**config.mk**
```make
export PLATFORM = sky130hd
export DESIGN_NAME = fft_stage_sequencer_flat
export DESIGN_NICKNAME = d
export VERILOG_FILES = /design/src/rtl/fft_stage_sequencer_pkg.sv /design/src/rtl/fft_stage_sequencer_if.sv /design/src/rtl/fft_stage_sequencer_delay_line.sv /design/src/rtl/fft_stage_sequencer.sv /design/src/flat_wrapper.sv
export SDC_FILE = /design/constraint.sdc
export NUM_CORES = 1
export LEC_CHECK = 0
export ABC_AREA = 1
export CORE_ASPECT_RATIO = 0.9
export CORE_UTILIZATION = 35
export DETAILED_ROUTE_END_ITERATION = 16
export HOLD_SLACK_MARGIN = 0.1
export PLACE_DENSITY_LB_ADDON = 0.1
export SYNTH_ARGS = -nofsm -noshare
export SYNTH_HDL_FRONTEND = slang
export SYNTH_SLANG_ARGS = --single-unit
```
**constraint.sdc**
```tcl
create_clock -name i_clk -period 2.65 [get_ports i_clk]
set_input_delay 0.265 -clock i_clk [delete_from_list [all_inputs] [get_ports i_clk]]
set_output_delay 0.265 -clock i_clk [all_outputs]
set_load 0.02 [all_outputs]
```
**src/rtl/fft_stage_sequencer_pkg.sv**
```systemverilog
// Shared types and parameter-range checks
// for the radix-2 FFT stage sequencer.
package fft_pkg;

  typedef enum logic [1:0] {
    ST_IDLE,
    ST_RUN,
    ST_DRAIN,
    ST_DONE
  } fft_state_e;

  localparam int LOG2N_MIN  = 2;
  localparam int LOG2N_MAX  = 10;
  localparam int BF_LAT_MAX = 7;

  function automatic bit fft_params_ok(
    input int log2n,
    input int bf_lat
  );
    return log2n >= LOG2N_MIN
        && log2n <= LOG2N_MAX
        && bf_lat >= 0
        && bf_lat <= BF_LAT_MAX;
  endfunction

endpackage

```
**src/rtl/fft_stage_sequencer_if.sv**
```systemverilog
// Controller <-> sequencer bundle: start/stall
// in, issue and write-back addressing out.
interface fft_stage_sequencer_if #(
  parameter int LOG2N = 4
);
  localparam int SW = $clog2(LOG2N);

  logic             i_start;
  logic             i_stall;
  logic             o_busy;
  logic             o_done;
  logic [SW-1:0]    o_stage;
  logic [1:0]       o_mux_sel;
  logic             o_bf_valid;
  logic [LOG2N-1:0] o_rd_addr_a;
  logic [LOG2N-1:0] o_rd_addr_b;
  logic [LOG2N-2:0] o_tw_addr;
  logic             o_wr_en;
  logic [LOG2N-1:0] o_wr_addr_a;
  logic [LOG2N-1:0] o_wr_addr_b;

  modport master (
    output i_start, i_stall,
    input  o_busy, o_done, o_stage,
    input  o_mux_sel, o_bf_valid,
    input  o_rd_addr_a, o_rd_addr_b,
    input  o_tw_addr, o_wr_en,
    input  o_wr_addr_a, o_wr_addr_b
  );

  modport slave (
    input  i_start, i_stall,
    output o_busy, o_done, o_stage,
    output o_mux_sel, o_bf_valid,
    output o_rd_addr_a, o_rd_addr_b,
    output o_tw_addr, o_wr_en,
    output o_wr_addr_a, o_wr_addr_b
  );

endinterface

```
**src/rtl/fft_stage_sequencer_delay_line.sv**
```systemverilog
// Async-reset shift register; DEPTH=0 is a
// plain wire so a zero-latency datapath works.
module fft_delay_line #(
  parameter int WIDTH = 1,
  parameter int DEPTH = 0
) (
  input  logic             i_clk,
  input  logic             i_rst,
  input  logic [WIDTH-1:0] i_d,
  output logic [WIDTH-1:0] o_q
);

  if (DEPTH == 0) begin : g_wire
    logic w_unused;
    assign w_unused = i_clk ^ i_rst;
    assign o_q = i_d;
  end else begin : g_sr
    logic [WIDTH-1:0] r_sr [DEPTH];

    always_ff @(posedge i_clk or posedge i_rst) begin
      if (i_rst) begin
        for (int i = 0; i < DEPTH; i++)
          r_sr[i] <= '0;
      end else begin
        r_sr[0] <= i_d;
        for (int i = 1; i < DEPTH; i++)
          r_sr[i] <= r_sr[i-1];
      end
    end

    assign o_q = r_sr[DEPTH-1];
  end

endmodule

```
**src/rtl/fft_stage_sequencer.sv**
```systemverilog
// Radix-2 DIT FFT sequencer: walks LOG2N stages of
// N/2 butterflies, drains BF_LAT cycles per stage.
module fft_stage_sequencer
  import fft_pkg::*;
#(
  parameter int LOG2N  = 4,
  parameter int BF_LAT = 2
) (
  input  logic i_clk,
  input  logic i_rst,
  fft_stage_sequencer_if.slave bus
);

  localparam int SW   = $clog2(LOG2N);
  localparam int HALF = 1 << (LOG2N - 1);
  localparam int DW   = 1 + 2 * LOG2N;

  if (!fft_params_ok(LOG2N, BF_LAT)) begin : g_bad
    $error("fft_stage_sequencer: illegal LOG2N/BF_LAT");
  end

  fft_state_e       r_state;
  logic [SW-1:0]    r_stage;
  logic [LOG2N-1:0] r_nidx;
  logic [2:0]       r_drain;
  logic             r_busy;
  logic             r_done;
  logic             r_bf_valid;
  logic [LOG2N-1:0] r_rd_a;
  logic [LOG2N-1:0] r_rd_b;
  logic [LOG2N-2:0] r_tw;

  logic             w_all;
  logic             w_last;
  logic             w_adv;
  logic             w_enter;
  logic             w_issue;
  logic [SW-1:0]    w_s;
  logic [LOG2N-2:0] w_b;
  logic [LOG2N-1:0] w_bx;
  logic [LOG2N-1:0] w_span;
  logic [LOG2N-1:0] w_pos;
  logic [LOG2N-1:0] w_grp;
  logic [LOG2N-1:0] w_a;
  logic [LOG2N-1:0] w_bb;
  logic [LOG2N-2:0] w_tw;
  logic [DW-1:0]    w_wb;

  // r_nidx counts butterflies already issued in
  // this stage; outputs are prepared one edge early.
  always_comb begin
    w_all   = r_nidx == LOG2N'(HALF);
    w_last  = r_stage == SW'(LOG2N - 1);
    w_adv   = !w_last &&
              ((r_state == ST_RUN && w_all &&
                BF_LAT == 0) ||
               (r_state == ST_DRAIN &&
                r_drain == 3'd0));
    w_enter = (r_state == ST_IDLE && bus.i_start)
              || w_adv;
    w_issue = !bus.i_stall &&
              (w_enter ||
               (r_state == ST_RUN && !w_all));
  end

  always_comb begin
    w_s    = (r_state == ST_IDLE) ? '0 :
             (w_adv ? r_stage + SW'(1) : r_stage);
    w_b    = w_enter ? '0 : r_nidx[LOG2N-2:0];
    w_bx   = {1'b0, w_b};
    w_span = LOG2N'(1) << w_s;
    w_pos  = w_bx & (w_span - LOG2N'(1));
    w_grp  = w_bx >> w_s;
    w_a    = (w_grp << (int'(w_s) + 1)) | w_pos;
    w_bb   = w_a + w_span;
    w_tw   = (LOG2N-1)'(w_pos <<
             (LOG2N - 1 - int'(w_s)));
  end

  always_ff @(posedge i_clk or posedge i_rst) begin
    if (i_rst) begin
      r_state    <= ST_IDLE;
      r_stage    <= '0;
      r_nidx     <= '0;
      r_drain    <= '0;
      r_busy     <= 1'b0;
      r_done     <= 1'b0;
      r_bf_valid <= 1'b0;
      r_rd_a     <= '0;
      r_rd_b     <= '0;
      r_tw       <= '0;
    end else begin
      r_done     <= 1'b0;
      r_bf_valid <= w_issue;
      if (w_issue) begin
        r_rd_a <= w_a;
        r_rd_b <= w_bb;
        r_tw   <= w_tw;
        r_nidx <= w_enter ? LOG2N'(1) :
                  r_nidx + LOG2N'(1);
      end else if (w_enter) begin
        r_nidx <= '0;
      end
      unique case (r_state)
        ST_IDLE: begin
          if (bus.i_start) begin
            r_state <= ST_RUN;
            r_busy  <= 1'b1;
            r_stage <= '0;
          end
        end
        ST_RUN: begin
          if (w_all) begin
            if (BF_LAT > 0) begin
              r_state <= ST_DRAIN;
              r_drain <= 3'(BF_LAT - 1);
            end else if (w_last) begin
              r_state <= ST_DONE;
              r_busy  <= 1'b0;
              r_done  <= 1'b1;
            end else begin
              r_stage <= r_stage + SW'(1);
            end
          end
        end
        ST_DRAIN: begin
          if (r_drain != 3'd0) begin
            r_drain <= r_drain - 3'd1;
          end else if (w_last) begin
            r_state <= ST_DONE;
            r_busy  <= 1'b0;
            r_done  <= 1'b1;
          end else begin
            r_state <= ST_RUN;
            r_stage <= r_stage + SW'(1);
          end
        end
        ST_DONE: r_state <= ST_IDLE;
        default: r_state <= ST_IDLE;
      endcase
    end
  end

  fft_delay_line #(
    .WIDTH (DW),
    .DEPTH (BF_LAT)
  ) u_wb_dly (
    .i_clk (i_clk),
    .i_rst (i_rst),
    .i_d   ({r_bf_valid, r_rd_a, r_rd_b}),
    .o_q   (w_wb)
  );

  assign bus.o_busy      = r_busy;
  assign bus.o_done      = r_done;
  assign bus.o_stage     = r_stage;
  assign bus.o_mux_sel   = 2'(r_stage);
  assign bus.o_bf_valid  = r_bf_valid;
  assign bus.o_rd_addr_a = r_rd_a;
  assign bus.o_rd_addr_b = r_rd_b;
  assign bus.o_tw_addr   = r_tw;
  assign {bus.o_wr_en,
          bus.o_wr_addr_a,
          bus.o_wr_addr_b} = w_wb;

endmodule
```
**src/flat_wrapper.sv**
```systemverilog
// flat-port wrapper written by rule: the top's interface ports become plain ports
module fft_stage_sequencer_flat import fft_pkg::*;
#(
  parameter int LOG2N  = 4,
  parameter int BF_LAT = 2
)
  (i_clk, i_rst, bus_i_start, bus_i_stall, bus_o_busy, bus_o_done, bus_o_stage, bus_o_mux_sel, bus_o_bf_valid, bus_o_rd_addr_a, bus_o_rd_addr_b, bus_o_tw_addr, bus_o_wr_en, bus_o_wr_addr_a, bus_o_wr_addr_b);
  fft_stage_sequencer_if #(.LOG2N(LOG2N)) bus_i ();
  input  logic i_clk;
  input  logic i_rst;
  input wire logic [$bits(bus_i.i_start)-1:0] bus_i_start;
  input wire logic [$bits(bus_i.i_stall)-1:0] bus_i_stall;
  output wire logic [$bits(bus_i.o_busy)-1:0] bus_o_busy;
  output wire logic [$bits(bus_i.o_done)-1:0] bus_o_done;
  output wire logic [$bits(bus_i.o_stage)-1:0] bus_o_stage;
  output wire logic [$bits(bus_i.o_mux_sel)-1:0] bus_o_mux_sel;
  output wire logic [$bits(bus_i.o_bf_valid)-1:0] bus_o_bf_valid;
  output wire logic [$bits(bus_i.o_rd_addr_a)-1:0] bus_o_rd_addr_a;
  output wire logic [$bits(bus_i.o_rd_addr_b)-1:0] bus_o_rd_addr_b;
  output wire logic [$bits(bus_i.o_tw_addr)-1:0] bus_o_tw_addr;
  output wire logic [$bits(bus_i.o_wr_en)-1:0] bus_o_wr_en;
  output wire logic [$bits(bus_i.o_wr_addr_a)-1:0] bus_o_wr_addr_a;
  output wire logic [$bits(bus_i.o_wr_addr_b)-1:0] bus_o_wr_addr_b;
  assign bus_i.i_start = bus_i_start;
  assign bus_i.i_stall = bus_i_stall;
  assign bus_o_busy = bus_i.o_busy;
  assign bus_o_done = bus_i.o_done;
  assign bus_o_stage = bus_i.o_stage;
  assign bus_o_mux_sel = bus_i.o_mux_sel;
  assign bus_o_bf_valid = bus_i.o_bf_valid;
  assign bus_o_rd_addr_a = bus_i.o_rd_addr_a;
  assign bus_o_rd_addr_b = bus_i.o_rd_addr_b;
  assign bus_o_tw_addr = bus_i.o_tw_addr;
  assign bus_o_wr_en = bus_i.o_wr_en;
  assign bus_o_wr_addr_a = bus_i.o_wr_addr_a;
  assign bus_o_wr_addr_b = bus_i.o_wr_addr_b;
  fft_stage_sequencer #(.LOG2N(LOG2N), .BF_LAT(BF_LAT)) u_core (.i_clk(i_clk), .i_rst(i_rst), .bus(bus_i));
endmodule
```
# After elaboration in Yosys (flattened, before gate mapping)

Index checks and enable logic that the tools add are counted.

Logic and storage cells: 81
Bits of input ports: 4
Output and inout bits: 27
Flip-flop bits (word level): 43

Equal/unequal tests: 11
Reduce and logical (&&, ||, !) cells: 20
Shifts and indexed selects: 4
Mux-type cells: 25
Bitwise operators: 2
Add/subtract/negate cells: 7

Operator list:

| cell                  | number |
|---|---|
| $shl A4 B32 Y3        | 1 |
| $shl A4 B32 Y4        | 1 |
| $mux W2               | 9 |
| $mux W4               | 3 |
| $mux W3               | 3 |
| $ne A2 B2 Y1 const B  | 4 |
| $pmux W2 S4           | 1 |
| $reduce_and A4 Y1     | 2 |
| $eq A2 B2 Y1 const B  | 3 |
| $mux W1               | 6 |
| $pmux W3 S2           | 1 |
| $reduce_and A3 Y1     | 2 |
| $reduce_bool A2 Y1    | 3 |
| $logic_and A1 B1 Y1   | 5 |
| $add A4 B1 Y4 const B | 1 |
| $add A4 B4 Y4         | 1 |
| $and A3 B4 Y4         | 1 |
| $eq A4 B4 Y1 const B  | 1 |
| $ne A2 B1 Y1 const B  | 2 |
| $or A4 B4 Y4          | 1 |
| $pmux W2 S2           | 1 |
| $shl A1 B2 Y4 const A | 1 |
| $shr A3 B2 Y4         | 1 |
| $sub A4 B1 Y4 const B | 1 |
| 11 further kinds      | 14 |

# Logic depth before layout (Yosys ltp)

Gate-level depths: netlist of run 1.

Depth after elaboration: 10
Mapped depth: 20
Mapped depth without buffers: 20

# Cells and area by module

From an unflattened synthesis of run 1, not the netlist that was laid out.

Cells, all modules: 207
Area, all modules: 2038.2 sq um

Modules (own cells, without submodules):

| module              | times used | area an instance (sq um) | sequential area each (sq um) | cells each |
|---|---|---|---|---|
| fft_stage_sequencer | 1          | 1516.5                   | 625.6                        | 179 |
| fft_delay_line      | 1          | 521.8                    | 450.4                        | 28 |

# Worst setup path before layout of run 1

OpenSTA, ideal clock, no wires.

Path type: register to register
From: register u_core.r_stage[0], in the netlist u_core.bus.o_mux_sel[0]
To: register u_core.r_rd_b[3], in the netlist u_core.bus.o_rd_addr_b[3]
Clock period less this slack: 2.936 ns
Cell stages (with the launch flop): 18
Setup slack: -0.286 ns
Arrival: 2.818 ns
Required time: 2.533 ns
Buffers on the path: 0
Setup time: 0.117 ns
Path through: dfrtp_1 ha_1 inv_1 nand3_4 nand2_1 nand3_4 ha_1 inv_1 nor2_1 inv_1 o311ai_2 ha_1 nand2_1 nand2_1 a31oi_1 nand4_1 nand3_1 nand2_1

Cells in the longest elaborated chain, start to end: 10
Elaborated cells between the ends (all ways): 18
Classes of those cells: add/sub (4); eq/ne (1); shift (3); mux (3); bitwise (2); reduce/logical (5)

RTL lines:

| what                   | line                       | RTL |
|---|---|---|
| from (decl)            | fft_stage_sequencer.sv:23  | `logic [SW-1:0] r_stage;` |
| from (signal assigned) | fft_stage_sequencer.sv:122 | `r_stage <= r_stage + SW'(1);` |
| from (signal assigned) | fft_stage_sequencer.sv:135 | `r_stage <= r_stage + SW'(1);` |
| $eq A2 B2 Y1           | fft_stage_sequencer.sv:53  | `w_last = r_stage == SW'(LOG2N - 1);` |
| $logic_not A1 Y1       | fft_stage_sequencer.sv:54  | `w_adv = !w_last &&` |
| $logic_and A1 B1 Y1    | fft_stage_sequencer.sv:54  |  |
| $mux W2                | fft_stage_sequencer.sv:68  | `(w_adv ? r_stage + SW'(1) : r_stage);` |
| $mux W2                | fft_stage_sequencer.sv:67  | `w_s = (r_state == ST_IDLE) ? '0 :` |
| $shl A1 B2 Y4          | fft_stage_sequencer.sv:71  | `w_span = LOG2N'(1) << w_s;` |
| $sub A4 B1 Y4          | fft_stage_sequencer.sv:72  | `w_pos = w_bx & (w_span - LOG2N'(1));` |
| $and A3 B4 Y4          | fft_stage_sequencer.sv:72  |  |
| $or A4 B4 Y4 *         | fft_stage_sequencer.sv:74  | `w_a = (w_grp << (int'(w_s) + 1)) \| w_pos;` |
| via u_core.w_a[2]      | fft_stage_sequencer.sv:44  | `logic [LOG2N-1:0] w_a;` |
| $add A4 B4 Y4 *        | fft_stage_sequencer.sv:75  | `w_bb = w_a + w_span;` |
| to (signal assigned)   | fft_stage_sequencer.sv:97  | `r_rd_b <= w_bb;` |
| to (decl)              | fft_stage_sequencer.sv:30  | `logic [LOG2N-1:0] r_rd_b;` |

The timed path passes the listed nets; every way through them passes the cells marked *.
A chain may end at the register's enable or synchronous reset.

# Final worst setup path of run 1

From: register u_core.r_drain[1]
To: register u_core.r_rd_b[3], in the netlist u_core.bus.o_rd_addr_b[3]

Cells in the longest elaborated chain, start to end: 10
Elaborated cells between the ends (all ways): 17
Classes of those cells: add/sub (3); shift (3); mux (3); bitwise (2); reduce/logical (6)

RTL lines:

| what                   | line                       | RTL |
|---|---|---|
| from (decl)            | fft_stage_sequencer.sv:25  | `logic [2:0] r_drain;` |
| from (signal assigned) | fft_stage_sequencer.sv:116 | `r_drain <= 3'(BF_LAT - 1);` |
| from (signal assigned) | fft_stage_sequencer.sv:128 | `r_drain <= r_drain - 3'd1;` |
| $logic_not A3 Y1 *     | fft_stage_sequencer.sv:58  | `r_drain == 3'd0));` |
| $logic_and A1 B1 Y1 *  | fft_stage_sequencer.sv:57  | `(r_state == ST_DRAIN &&` |
| $logic_and A1 B1 Y1 *  | fft_stage_sequencer.sv:54  |  |
| $mux W2                | fft_stage_sequencer.sv:68  |  |
| $mux W2                | fft_stage_sequencer.sv:67  |  |
| $shl A1 B2 Y4          | fft_stage_sequencer.sv:71  |  |
| $sub A4 B1 Y4          | fft_stage_sequencer.sv:72  |  |
| $and A3 B4 Y4          | fft_stage_sequencer.sv:72  |  |
| $or A4 B4 Y4 *         | fft_stage_sequencer.sv:74  |  |
| via u_core.w_a[2]      | fft_stage_sequencer.sv:44  |  |
| $add A4 B4 Y4 *        | fft_stage_sequencer.sv:75  |  |

Marks and branches as above.

==> flow_summary.ini, run 1 <==
[synthesis]
ys.flop_type = dfrtp_1
avgSynthCellArea_sq_um = 9.87
synth_area_leader_cell = dfrtp_1
netlist_area_sq_mm = 0.00208
synth_cell_types = 30
syn_nets = 228
synth_top_area_share_pct = 51.7
yosysSeqAreaShare_pct = 51.7
synth_edf_count = 0
synth_seq_cells = 43
ys.warnings.count = 0
synth_cells = 211
synth_area_leaders = dfrtp_1 52%, ha_1 7.2%, nand2_1 7.0%, inv_1 5.4%, buf_4 4.0%
synthArstFlopShare_pct = 100

[worst_setup_path]
critical_path_class = reg2reg
cp.required_ps = 2850
cp_max_fo = 5
timing.critical_path.to_type = register
worstPathCellList = inv_1 -> ha_2 -> ha_4 -> nand3_4 -> nand2_2 -> nand3_4 -> ha_4 -> inv_4 -> nor2_4 -> inv_2 -> o311ai_4 -> ha_4 -> nand2_2 -> nand2_2 -> a31oi_4 -> nand4_1 -> nand3_1 -> nand2_1
cp.arrival_ps = 2920
cpPeakStageDelay_ps = 360
cp_slowest_cell = dfrtp_1
start_kind = register

[placement]
gp_congestion = 0.888
place_ws_ps = -127
dp_hpwl_um = 2950
dp_cells = 325
numPortBuffers = 30

[drt]
drt-initial-drc-count = 43
vias_per_cell = 4.56
finalWirelength_um = 4130
wl_per_cell_um = 12.3
drc_errors = 0
ant_nets = 0
dr_total_vias = 1526
firstDrtPassIters = 4

[sta]
finalSetupViolCount = 1
hold_violations = 0
worst_slack_ps = -71.1
skew_ps = 6.80
tightest_slew_ps = 628
fmax_ghz = 0.367
slew_headroom_pct = 57.7
slew_viol_final = 0
timing.final.crit_share_pct = 103
holdWs_ps = 352
rsz0062_at_grt = yes
fin_crit_ps = 2720
tns_ps = -71.1

[global_routing]
grt_pass1_vias = 1380
grt_pass1_wl_um = 6790
grt_max_degree = 44
antenna_found_initial = 0
grt.total_usage_pct = 14.4
gr-total-overflow = 0

[final_layout]
drive_gt1_share_pct = 30.2
instances_no_fill = 335
regArea_sq_mm = 0.00108
syn_to_final_growth_pct = 36.5
final_nets = 281
multi_input_area_sq_um = 920
n_antenna_cell = 0
fill_cells = 517

[power_and_ir_drop]
p_per_area_mw_per_mm2 = 1330
irDropWorstVdd_v = 0.000563
power_leakage_nw = 1.36

[clock_tree]
cts_buffers = 5
cts-root-buf = clkbuf_8
htreeDepth = 2
cts_sinks = 43
cts_tree = yes
path_clk_slew_ps = 90
cts_buffer_depth = 2
clk-insertion-delay-late_ps = 300
holdBufCountCts = 0

[floorplan]
rows = 26
die_x_um = 83.3
core_area_sq_mm = 0.00569
start_util_pct = 36.6
die_h_um = 75.2
io_pins = 31
dieArea_sq_mm = 0.00626

[run_status]
outcome = complete, but fails checks
violations = setup timing

[min_path]
hold_class = reg2reg

[job]
maxCapViolCount = 0
==> synth_stat cells (all sizes together) (2+ instances only) <==
cell type,instances
a21oi,7
a31oi,2
buf,12
dfrtp,43
ha,12
inv,34
nand2,44
nand3,13
nand4,5
nor2,16
o21ai,12
o22ai,2
xor2,2
==> power breakdown <==
group | total, mW | leakage (nW) | switching (mW) | internal, mW
Combinational | 2.24 | 0.750 | 1.20 | 1.04
Sequential | 1.03 | 0.550 | 0.125 | 0.905
Clock | 0.521 | 0.0581 | 0.240 | 0.281
==> critical path, delay by kind of cell (launching register included) <==
kind	cells	cell delay [ps]
DFF	1	360
AOI/OAI and AO/OA	2	460
and+or+nand+nor	9	700
adders and majority gates	4	930
buffers and inverters	3	170
==> metrics by stage <==
stage	area [sq um]	utilization, %	power [mW]
finish	2840	49.9	3.79
global route	2840	49.9	4.11
CTS	2780	48.9	3.66
detailed placement	2630	46.2	3.07
global placement	2630	46.2	3.05
floorplan	2130	-	2.33
==> sequential cells by signal (all words and copies together), names as in the netlist <==
signal and count:
u_core.bus.o_busy 1, u_core.bus.o_bf_valid 1, u_core.bus.o_mux_sel 2, u_core.bus.o_tw_addr 3
u_core.r_state 2, u_core.bus.o_rd_addr_a 4, u_core.u_wb_dly.g_sr.r_sr 9, u_core.u_wb_dly.o_q 9
u_core.bus.o_rd_addr_b 4, u_core.bus.o_done 1, u_core.r_drain 3, u_core.r_nidx 4
==> layout make-up <==
type / count / share of cell area [%]
clock buffer: 5 / 2.42
sequential: 43 / 38.0
timing repair buffer: 58 / 18.0
tap: 70 / 3.08
multi-input combinational: 122 / 32.4
clock inverter: 3 / 1.54
inverter: 34 / 4.67
==> layer usage <==
metal	part of all wire, %	routed length, um	vias up	global-route usage [%]
met1	54	2240	703	21.5
met4	2.1	86	0	7.47
li1	-	-	774	-
met5	0	0	-	0
met2	40	1630	39	19.1
met3	4.0	167	10	3.40
==> cell families (layout without fill, tap and decap cells) <==
family	after synthesis	after routing	synth area share, %
AOI/OAI and AO/OA	26	26	7.81
xor gates and xnor gates	3	3	1.26
adders and majority gates	13	13	8.17
buffers and inverters	46	100	10.3
DFF	43	43	51.7
and+or+nand+nor	80	80	20.7
==> final timing paths <==
path                                                         start                                     to  slack (ps)  depth (start not counted)
min reg2reg                u_core.u_wb_dly.g_sr.r_sr[14]$_DFF_PP0_       u_core.u_wb_dly.o_q[5]$_DFF_PP0_         350                          0
max in group asynchronous                                    i_rst    u_core.bus.o_mux_sel[1]$_DFFE_PP0P_        1870                          3
min                        u_core.u_wb_dly.g_sr.r_sr[14]$_DFF_PP0_       u_core.u_wb_dly.o_q[5]$_DFF_PP0_         350                          0
max reg2reg                          u_core.r_drain[1]$_DFFE_PP0P_  u_core.bus.o_rd_addr_b[3]$_DFFE_PP0P_         -70                         18
min in group asynchronous                                    i_rst       u_core.u_wb_dly.o_q[4]$_DFF_PP0_         390                          3
max                                  u_core.r_drain[1]$_DFFE_PP0P_  u_core.bus.o_rd_addr_b[3]$_DFFE_PP0P_         -70                         18
==> cells in the final DEF (no fill, tap or decap), types with 5 or more instances in the layout <==
cell              n
dfrtp_1          41
nand2_1          35
clkdlybuf4s50_1  30
buf_4            28
inv_1            24
nor2_1           12
nand3_1           9
nand2_2           8
o21ai_0           8
inv_2             7
a21oi_1           7
clkbuf_8          5
==> repair_timing <==
action | CTS | global route
pin swaps | 3 | 14
endpoints found under the hold margin | 0 | 0
setup endpoints to repair | 2 | 3
resized for setup | 6 | 13
setup buffers | 1 | 1
gates cloned | 0 | 0
Note: power is estimated with default switching activity, not from simulation.
==> run 2: changes to the inputs <==
Settings changed: PLACE_DENSITY from default to 0.58, PLACE_DENSITY_LB_ADDON 0.1 to default.
==> flow_summary.ini, run 2 (synthesis gave the netlist of run 1 again) <==
[global_routing]
antenna_found_initial = 0
gr-total-overflow = 0
grt_pass1_vias = 1475
grt_pass1_wl_um = 6910
grt_max_degree = 44
grt.total_usage_pct = 14.5

[power_and_ir_drop]
power_leakage_nw = 1.37
p_per_area_mw_per_mm2 = 1330
irDropWorstVdd_v = 0.000560

[worst_setup_path]
critical_path_class = reg2reg
timing.critical_path.to_type = register
cp.required_ps = 2850
rrSetupSlack_ps = -140
cp.arrival_ps = 2990
cp_max_fo = 4
start_kind = register

[clock_tree]
cts_buffer_depth = 2
path_clk_slew_ps = 90
htreeDepth = 2
cts_buffers = 5
cts_sinks = 43
cts_tree = yes
cts-root-buf = clkbuf_8
holdBufCountCts = 0
clk-insertion-delay-late_ps = 310

[sta]
tns_ps = -143
slew_headroom_pct = 64.6
skew_ps = 9.35
fin_crit_ps = 2790
rsz0062_at_grt = yes
finalSetupViolCount = 1
hold_violations = 0
slew_viol_final = 0
worst_slack_ps = -143
timing.final.crit_share_pct = 105
fmax_ghz = 0.358
tightest_slew_ps = 526

[final_layout]
final_nets = 283
instances_no_fill = 337
drive_gt1_share_pct = 34.1
layout_commonest_cell = dfrtp_1
layout_common_cells = 41 x dfrtp_1, 31 x nand2_1, 30 x clkdlybuf4s50_1
syn_to_final_growth_pct = 40.1
n_antenna_cell = 0

[drt]
drt-initial-drc-count = 61
vias_per_cell = 4.67
drc_errors = 0
firstDrtPassIters = 4
wl_per_cell_um = 13.0
dr_total_vias = 1574
finalWirelength_um = 4400
ant_nets = 0

[placement]
place_ws_ps = -184
dp_hpwl_um = 2960
gp_congestion = 0.836
dp_cells = 322
numPortBuffers = 30

[floorplan]
rows = 26
dieArea_sq_mm = 0.00626
io_pins = 31
die_x_um = 83.3
core_area_sq_mm = 0.00569
start_util_pct = 36.6
die_h_um = 75.2

[min_path]
hold_class = reg2reg

[job]
maxCapViolCount = 0

[run_status]
outcome = complete, but fails checks
violations = setup timing
-- run 2: per-stage QoR --
step | util, % | power, mW | instance area [sq um] | hold slack (ps)
finish | 51.2 | 3.88 | 2920 | 353
global route | 51.2 | 4.20 | 2920 | 360
CTS | 48.2 | 3.56 | 2750 | 355
detailed placement | 45.8 | 3.02 | 2610 | 335
global placement | 45.8 | 2.99 | 2610 | 332
floorplan | - | 2.33 | 2130 | 331
-- run 2: timing repair --
item / CTS / global route
buffers inserted: 1 / 6
setup endpoints to repair: 2 / 3
pin swaps: 13 / 8
resized for setup: 8 / 31
-- run 2: path summary, 6_finish.rpt --
check / end / depth (start not counted) / from
min in group asynchronous: u_core.r_nidx[0]$_DFFE_PP0P_ / 3 / i_rst
max in group asynchronous: u_core.bus.o_mux_sel[0]$_DFFE_PP0P_ / 3 / i_rst
hold reg to reg: u_core.u_wb_dly.o_q[4]$_DFF_PP0_ / 0 / u_core.u_wb_dly.g_sr.r_sr[13]$_DFF_PP0_
setup reg to reg: u_core.bus.o_rd_addr_b[3]$_DFFE_PP0P_ / 18 / u_core.r_drain[1]$_DFFE_PP0P_
hold / removal: u_core.u_wb_dly.o_q[4]$_DFF_PP0_ / 0 / u_core.u_wb_dly.g_sr.r_sr[13]$_DFF_PP0_
setup / recovery: u_core.bus.o_rd_addr_b[3]$_DFFE_PP0P_ / 18 / u_core.r_drain[1]$_DFFE_PP0P_
-- run 2: cell type report --
cell class	instances	area, sq um
Fill cell	490	2780
Sequential cell	43	1080
Multi-Input combinational cell	122	985
Timing Repair Buffer	60	537
Inverter	34	135
Tap cell	70	87.6
Clock buffer	5	68.8
Clock inverter	3	25.0
-- run 2: power by group --
part           switching [mW]  total [mW]  internal (mW)
Combinational            1.29        2.40           1.11
Clock                   0.256       0.444          0.189
Sequential              0.133        1.04          0.905
-- run 2: critical path, stage by stage, from the launching register on --
cell and delay (ps):
dfrtp_1 380, inv_1 80, ha_2 190, ha_4 160, nand3_4 100, nand2_4 80
nand3_4 90, ha_4 300, inv_4 40, nor2_4 90, inv_2 60, o311ai_4 290
ha_4 280, nand2_2 60, nand2_2 60, a31oi_4 150, nand4_1 100, nand3_1 90
nand2_1 70
-- run 2: routing by layer --
layer / track usage, % / vias up / wire (um) / share of wire, %
met4: 7.85 / 0 / 104 / 2.4
li1: - / 779 / - / -
met2: 21.8 / 33 / 2040 / 46
met5: 0 / - / 0 / 0
met3: 3.51 / 11 / 185 / 4.2
met1: 19.7 / 751 / 2070 / 47
==> run 3: changes to the inputs <==
Settings changed: CTS_CLUSTER_SIZE from default to 16.
==> results of run 3 <==
Same layout as run 2: the final DEF is identical, and so are final timing and power.
